**config.mk**
```make
export PLATFORM = sky130hd
export DESIGN_NAME = move_resolver
export DESIGN_NICKNAME = d
export VERILOG_FILES = /design/src/rtl/go_pkg.sv /design/src/rtl/group_pruner.sv /design/src/rtl/move_resolver.sv
export SDC_FILE = /design/constraint.sdc
export NUM_CORES = 2
export LEC_CHECK = 0
export BUFFER_PORTS_ARGS = -buffer_cell sky130_fd_sc_hd__buf_2
export CAP_MARGIN = 20
export CORE_MARGIN = 10
export CORE_UTILIZATION = 30
export CTS_BUF_LIST = sky130_fd_sc_hd__clkbuf_8
export CTS_CLUSTER_SIZE = 12
export DETAILED_ROUTE_END_ITERATION = 6
export PLACE_DENSITY = 0.55
export SYNTH_ARGS = -nofsm -noshare
export SYNTH_HDL_FRONTEND = slang
export SYNTH_SLANG_ARGS = --single-unit
```
**constraint.sdc**
```tcl
create_clock -name clk_in -period 46.4 [get_ports clk_in]
set_input_delay 6.96 -clock clk_in [delete_from_list [all_inputs] [get_ports clk_in]]
set_output_delay 6.96 -clock clk_in [all_outputs]
set_load 0.03 [all_outputs]
```
**src/rtl/go_pkg.sv**
```systemverilog
// rtl/go_pkg.sv - Go board stone/status encodings and colour helpers
package go_pkg;

    typedef enum logic [1:0] {
        EMPTY = 2'b00,
        BLACK = 2'b01,
        WHITE = 2'b10
    } stone_t;

    typedef enum logic [1:0] {
        ST_OK        = 2'b00,
        ST_OFF_BOARD = 2'b01,
        ST_OCCUPIED  = 2'b10,
        ST_SUICIDE   = 2'b11
    } status_t;

    localparam int MAX_BOARD_N = 19;

    function automatic stone_t own_color(input logic turn);
        return turn ? WHITE : BLACK;
    endfunction

    function automatic stone_t opp_color(input logic turn);
        return turn ? BLACK : WHITE;
    endfunction

endpackage

```
**src/rtl/group_pruner.sv**
```systemverilog
// rtl/group_pruner.sv - removes every group of one colour that has no liberty
// Liberty-reachability grows one step per cycle until it stops changing.
module group_pruner
    import go_pkg::*;
#(
    parameter int BOARD_N = 9
) (
    input  logic                                  clk_in,
    input  logic                                  rst_in,
    input  logic                                  start_flag,
    input  logic [1:0]                            prune_color,
    input  logic [BOARD_N-1:0][BOARD_N-1:0][1:0]  board_in,
    output logic [BOARD_N-1:0][BOARD_N-1:0][1:0]  pruned_board,
    output logic                                  done_pulse
);

    typedef logic [BOARD_N-1:0][BOARD_N-1:0] mask_t;

    function automatic logic touches(input mask_t m, input int r, input int c);
        logic up, dn, lf, rt;
        up = (r > 0)         && m[(r > 0) ? r - 1 : r][c];
        dn = (r < BOARD_N-1) && m[(r < BOARD_N-1) ? r + 1 : r][c];
        lf = (c > 0)         && m[r][(c > 0) ? c - 1 : c];
        rt = (c < BOARD_N-1) && m[r][(c < BOARD_N-1) ? c + 1 : c];
        return up | dn | lf | rt;
    endfunction

    logic                                 busy_q, busy_d;
    logic                                 done_q, done_d;
    logic [1:0]                           color_q, color_d;
    logic [BOARD_N-1:0][BOARD_N-1:0][1:0] board_q, board_d;
    logic [BOARD_N-1:0][BOARD_N-1:0][1:0] pruned_q, pruned_d;
    mask_t                                alive_q, alive_d;
    mask_t                                in_color, in_empty, cur_color, seed, grown;

    always_comb begin
        for (int r = 0; r < BOARD_N; r++) begin
            for (int c = 0; c < BOARD_N; c++) begin
                in_color[r][c]  = (board_in[r][c] == prune_color);
                in_empty[r][c]  = (board_in[r][c] == EMPTY);
                cur_color[r][c] = (board_q[r][c] == color_q);
            end
        end
    end

    // Seed: stones touching an empty point. Grow: stones touching a live stone.
    always_comb begin
        for (int r = 0; r < BOARD_N; r++) begin
            for (int c = 0; c < BOARD_N; c++) begin
                seed[r][c]  = in_color[r][c] && touches(in_empty, r, c);
                grown[r][c] = alive_q[r][c] || (cur_color[r][c] && touches(alive_q, r, c));
            end
        end
    end

    always_comb begin
        busy_d   = busy_q;
        done_d   = 1'b0;
        color_d  = color_q;
        board_d  = board_q;
        alive_d  = alive_q;
        pruned_d = pruned_q;
        if (!busy_q && start_flag) begin
            busy_d  = 1'b1;
            color_d = prune_color;
            board_d = board_in;
            alive_d = seed;
        end else if (busy_q) begin
            if (grown == alive_q) begin
                busy_d = 1'b0;
                done_d = 1'b1;
                for (int r = 0; r < BOARD_N; r++) begin
                    for (int c = 0; c < BOARD_N; c++) begin
                        pruned_d[r][c] = (cur_color[r][c] && !alive_q[r][c]) ? EMPTY : board_q[r][c];
                    end
                end
            end else begin
                alive_d = grown;
            end
        end
    end

    always_ff @(posedge clk_in or posedge rst_in) begin
        if (rst_in) begin
            busy_q   <= 1'b0;
            done_q   <= 1'b0;
            color_q  <= '0;
            board_q  <= '0;
            alive_q  <= '0;
            pruned_q <= '0;
        end else begin
            busy_q   <= busy_d;
            done_q   <= done_d;
            color_q  <= color_d;
            board_q  <= board_d;
            alive_q  <= alive_d;
            pruned_q <= pruned_d;
        end
    end

    assign pruned_board = pruned_q;
    assign done_pulse   = done_q;

endmodule

```
**src/rtl/move_resolver.sv**
```systemverilog
// rtl/move_resolver.sv - applies one Go move: legality, placement, captures, suicide
module move_resolver
    import go_pkg::*;
#(
    parameter  int BOARD_N = 9,
    parameter  int COORD_W = 4,
    localparam int CAP_W   = $clog2(BOARD_N * BOARD_N + 1)
) (
    input  logic                                  clk_in,
    input  logic                                  rst_in,
    input  logic                                  start_flag,
    input  logic [BOARD_N-1:0][BOARD_N-1:0][1:0]  board_bus,
    input  logic                                  turn,
    input  logic                                  pass_in,
    input  logic [2*COORD_W-1:0]                  move_in,
    output logic [BOARD_N-1:0][BOARD_N-1:0][1:0]  next_board,
    output logic [CAP_W-1:0]                      captures,
    output logic [1:0]                            status,
    output logic                                  board_ready
);

    localparam logic [3:0] S_IDLE     = 4'd0;
    localparam logic [3:0] S_LOAD     = 4'd1;
    localparam logic [3:0] S_CHECK    = 4'd2;
    localparam logic [3:0] S_PLACE    = 4'd3;
    localparam logic [3:0] S_OPP_GO   = 4'd4;
    localparam logic [3:0] S_OPP_WAIT = 4'd5;
    localparam logic [3:0] S_COUNT    = 4'd6;
    localparam logic [3:0] S_OWN_GO   = 4'd7;
    localparam logic [3:0] S_OWN_WAIT = 4'd8;
    localparam logic [3:0] S_JUDGE    = 4'd9;
    localparam logic [3:0] S_DONE     = 4'd10;

    logic [3:0]                           state_q, state_d;
    logic [BOARD_N-1:0][BOARD_N-1:0][1:0] work_q, work_d;
    logic [BOARD_N-1:0][BOARD_N-1:0][1:0] orig_q, orig_d;
    logic                                 turn_q, turn_d;
    logic [COORD_W-1:0]                   row_q, row_d, col_q, col_d;
    logic [1:0]                           res_status_q, res_status_d;
    logic [CAP_W-1:0]                     res_caps_q, res_caps_d;
    logic [BOARD_N-1:0][BOARD_N-1:0][1:0] next_board_q, next_board_d;
    logic [CAP_W-1:0]                     captures_q, captures_d;
    logic [1:0]                           status_q, status_d;
    logic                                 board_ready_q, board_ready_d;

    logic                                 prune_start, prune_done;
    logic [1:0]                           prune_color;
    logic [BOARD_N-1:0][BOARD_N-1:0][1:0] pruned;
    logic                                 in_range;
    logic [1:0]                           target_cell;
    logic [CAP_W-1:0]                     cap_cnt;

    group_pruner #(.BOARD_N(BOARD_N)) u_pruner (
        .clk_in       (clk_in),
        .rst_in       (rst_in),
        .start_flag   (prune_start),
        .prune_color  (prune_color),
        .board_in     (work_q),
        .pruned_board (pruned),
        .done_pulse   (prune_done)
    );

    assign prune_start = (state_q == S_OPP_GO) || (state_q == S_OWN_GO);
    assign prune_color = (state_q == S_OWN_GO) ? own_color(turn_q) : opp_color(turn_q);
    assign in_range    = (int'(row_q) < BOARD_N) && (int'(col_q) < BOARD_N);

    always_comb begin
        target_cell = EMPTY;
        cap_cnt     = '0;
        for (int r = 0; r < BOARD_N; r++) begin
            for (int c = 0; c < BOARD_N; c++) begin
                if (int'(row_q) == r && int'(col_q) == c) begin
                    target_cell = work_q[r][c];
                end
                if (work_q[r][c] == opp_color(turn_q) && pruned[r][c] == EMPTY) begin
                    cap_cnt = cap_cnt + CAP_W'(1);
                end
            end
        end
    end

    always_comb begin
        state_d       = state_q;
        work_d        = work_q;
        orig_d        = orig_q;
        turn_d        = turn_q;
        row_d         = row_q;
        col_d         = col_q;
        res_status_d  = res_status_q;
        res_caps_d    = res_caps_q;
        next_board_d  = next_board_q;
        captures_d    = captures_q;
        status_d      = status_q;
        board_ready_d = 1'b0;
        case (state_q)
            S_IDLE: if (start_flag) state_d = S_LOAD;
            S_LOAD: begin
                work_d       = board_bus;
                orig_d       = board_bus;
                turn_d       = turn;
                row_d        = move_in[2*COORD_W-1:COORD_W];
                col_d        = move_in[COORD_W-1:0];
                res_status_d = ST_OK;
                res_caps_d   = '0;
                state_d      = pass_in ? S_DONE : S_CHECK;
            end
            S_CHECK: begin
                if (!in_range) begin
                    res_status_d = ST_OFF_BOARD;
                    state_d      = S_DONE;
                end else if (target_cell != EMPTY) begin
                    res_status_d = ST_OCCUPIED;
                    state_d      = S_DONE;
                end else begin
                    state_d = S_PLACE;
                end
            end
            S_PLACE: begin
                for (int r = 0; r < BOARD_N; r++) begin
                    for (int c = 0; c < BOARD_N; c++) begin
                        if (int'(row_q) == r && int'(col_q) == c) work_d[r][c] = own_color(turn_q);
                    end
                end
                state_d = S_OPP_GO;
            end
            S_OPP_GO:   state_d = S_OPP_WAIT;
            S_OPP_WAIT: if (prune_done) state_d = S_COUNT;
            S_COUNT: begin
                res_caps_d = cap_cnt;
                work_d     = pruned;
                state_d    = S_OWN_GO;
            end
            S_OWN_GO:   state_d = S_OWN_WAIT;
            S_OWN_WAIT: if (prune_done) state_d = S_JUDGE;
            // The own pass can only remove own stones, so any difference means suicide.
            S_JUDGE: begin
                if (pruned != work_q) begin
                    res_status_d = ST_SUICIDE;
                    res_caps_d   = '0;
                end
                state_d = S_DONE;
            end
            S_DONE: begin
                next_board_d  = (res_status_q == ST_OK) ? work_q : orig_q;
                captures_d    = (res_status_q == ST_OK) ? res_caps_q : '0;
                status_d      = res_status_q;
                board_ready_d = 1'b1;
                state_d       = S_IDLE;
            end
            default: state_d = S_IDLE;
        endcase
    end

    always_ff @(posedge clk_in or posedge rst_in) begin
        if (rst_in) begin
            state_q       <= S_IDLE;
            work_q        <= '0;
            orig_q        <= '0;
            turn_q        <= 1'b0;
            row_q         <= '0;
            col_q         <= '0;
            res_status_q  <= ST_OK;
            res_caps_q    <= '0;
            next_board_q  <= '0;
            captures_q    <= '0;
            status_q      <= ST_OK;
            board_ready_q <= 1'b0;
        end else begin
            state_q       <= state_d;
            work_q        <= work_d;
            orig_q        <= orig_d;
            turn_q        <= turn_d;
            row_q         <= row_d;
            col_q         <= col_d;
            res_status_q  <= res_status_d;
            res_caps_q    <= res_caps_d;
            next_board_q  <= next_board_d;
            captures_q    <= captures_d;
            status_q      <= status_d;
            board_ready_q <= board_ready_d;
        end
    end

    assign next_board  = next_board_q;
    assign captures    = captures_q;
    assign status      = status_q;
    assign board_ready = board_ready_q;

endmodule

```
==> flow_summary.toml <==
[detailed_routing]
ant_nets = 0
drt_iter0_drc = 6963
totalWireLength_mm = 297
vias_per_cell = 5.67
vias = 61646
drc = 2
avgRoutedWirePerCell_um = 27.3
first_pass_iters = 7

[cts]
clkSlewWorstSetupHoldPaths_ps = 60
numCtsBuffers = 178
clock_sinks = 927
cts_buffer_depth = 3
htreeDepth = 4
cts_root_buffer = "clkbuf_8"
clk_latency_ps = 990
cts_tree = "done"

[floorplan]
io_pins = 347
die_area_mm2 = 0.231
die_w_um = 480
core_mm2 = 0.210
rows = 168
start_util_pct = 30.2
die_h_um = 480

[layout]
mostFrequentLayoutCell = "nand2_1"
final_cell_mix = "nand2_1 (1273), dfrtp_1 (923), nor2_1 (760)"
layout.nets = 8162
area_growth_pct = 18.4
final_layout_size_suffix_gt1_share_pct = 19.5
ff_latch_area_mm2 = 0.0232
n_fill_cell = 21713
multi_input_area_mm2 = 0.0394

[placement]
gp_congestion = 0.995
io_buffers = 346
place_hpwl_mm = 219

[timing]
finalSetupViolations = 0
maxSlewHeadroom_pct = 7.14
timing.hold.ws_ps = 500
skew_ps = 65.3
fmax_ghz = 0.0223
drv_slew = 0
tightest_slew_ps = 1380
fin_crit_sh_pct = 96.6
hold_violations = 0
finalCriticalPeriod_ps = 44800

[setup_path]
max_stage_delay_ps = 500
cp_max_fo = 6
cp-end-kind = "flop"
cp-start-kind = "flop"
worstPathArrival_ps = 45620
crit_path_frequent_cell = "ha_4"
critical_path_required_ps = 47220
slowest_stage = "dfrtp_4"
path_class = "reg2reg"

[logic_synthesis]
yosysWarningCount = 0
synth_cell_types = 117
yosysSeqAreaShare_pct = 36.5
syn_area_mm2 = 0.0636
synth_seq_cells = 927
syn_avg_cell_area_um2 = 8.50
async_flop_share_pct = 100
synth_edf_count = 0
syn_nets = 7731
synth_ff_type = "dfrtp_1"
syn_inst = 7476

[status]
violations = "design-rule violations"
run_status = "finished with violations"

[global_route]
grt_usage_pct = 24.5
grt_pass1_vias = 58385
overflow = 0
grt_max_degree = 144
grt_antenna_before_repair = 24
grt_pass1_wl_mm = 424

[flow_run]
maxCapViolations = 0

[hold_path]
min_path_type = "reg2reg"
-- per-layer routing --
layer,vias up,routed length (um),GRT usage [%]
met2,3253,122000,34.8
met1,30434,131000,34.8
met3,683,29100,6.13
met5,-,210,0
met4,28,14400,11.2
li1,27248,-,-
-- synth_stat cells (73+ instances only) --
master,instances,area share (%)
o22ai_1,102,1.0
clkbuf_1,426,2.5
mux2_2,204,3.6
nor3_1,133,1.0
dfrtp_1,927,36
ha_1,80,1.6
xor2_1,250,3.4
mux2i_1,206,3.2
nand2_1,1305,7.7
inv_1,91,0.54
o21ai_0,384,3.0
nand4_1,73,0.72
nand3_1,107,0.84
nor2_1,781,4.6
a221oi_1,172,2.4
xnor2_1,410,5.6
nand3b_1,125,1.5
a21oi_1,638,5.0
-- repair_timing --
item / CTS / global route
endpoints found under the setup margin: 6 / 6
hold buffers: 0 / 0
pin swaps: 61 / 127
gates resized for setup: 44 / 154
setup buffers: 56 / 33
-- area by class of cell --
type | count | share of cell area [%]
flip-flops and latches | 927 | 30.8
well taps | 2805 | 4.66
diodes | 32 | 0.106
repair buffers | 750 | 6.43
inverters | 95 | 0.504
clock inverters | 95 | 1.11
clock buffers | 217 | 3.97
multi-input cells | 5955 | 52.4
-- cell families after synthesis --
logic type | count (synthesis) | share of synthesized area, %
XOR/XNOR | 778 | 12.9
AND/OR/NAND/NOR | 2962 | 21.3
flip-flops | 927 | 36.5
adder cells (fa/ha/maj) | 84 | 1.64
multiplexers | 412 | 6.93
buffers and inverters | 594 | 3.65
AO/OA/AOI/OAI | 1719 | 17.1
-- flip-flops by register name (all words and copies together) (netlist names), 2 cells and up --
signal / count
captures: 7
col_q: 4
next_board: 162
orig_q: 162
res_caps_q: 7
res_status_q: 2
row_q: 4
state_q: 4
status: 2
u_pruner.alive_q: 81
u_pruner.board_q: 162
u_pruner.color_q: 2
u_pruner.pruned_board: 162
work_q: 162
-- critical path, delay by kind of cell, from the launching register on --
kind	cells	cell delay, ps
buffers and inverters	26	1960
adder cells (fa/ha/maj)	77	19640
multiplexers	23	5650
flip-flops	1	500
AO/OA/AOI/OAI	65	9560
XOR/XNOR	1	370
AND/OR/NAND/NOR	68	6950
-- final timing paths --
check,start,endpoint,slack [ps],cells after the start
max in group asynchronous,rst_in,orig_q[102],35790,8
worst max-delay path,turn_q,res_caps_q[6],1600,260
worst min register to register,res_caps_q[0],captures[0],500,2
worst min-delay path,res_caps_q[0],captures[0],500,2
worst max register to register,turn_q,res_caps_q[6],1600,260
min in group asynchronous,rst_in,next_board[16],6120,2
-- per-stage QoR --
stage	util, %	instances	setup slack, ps	setup TNS [ps]	cell area [um^2]
after floorplan	-	7476	9.61	0	63700
after global placement	33.1	10442	-1010	-4330	69600
after detailed placement	33.1	10443	-1660	-8210	69600
after CTS	35.2	10811	-275	-683	74000
after global routing	35.8	10851	-479	-1250	75200
final	35.8	10876	1600	0	75300
Power is left out: the tool's default activity adds up to more than one toggle a clock period on the data nets, which glitch-free logic cannot reach.
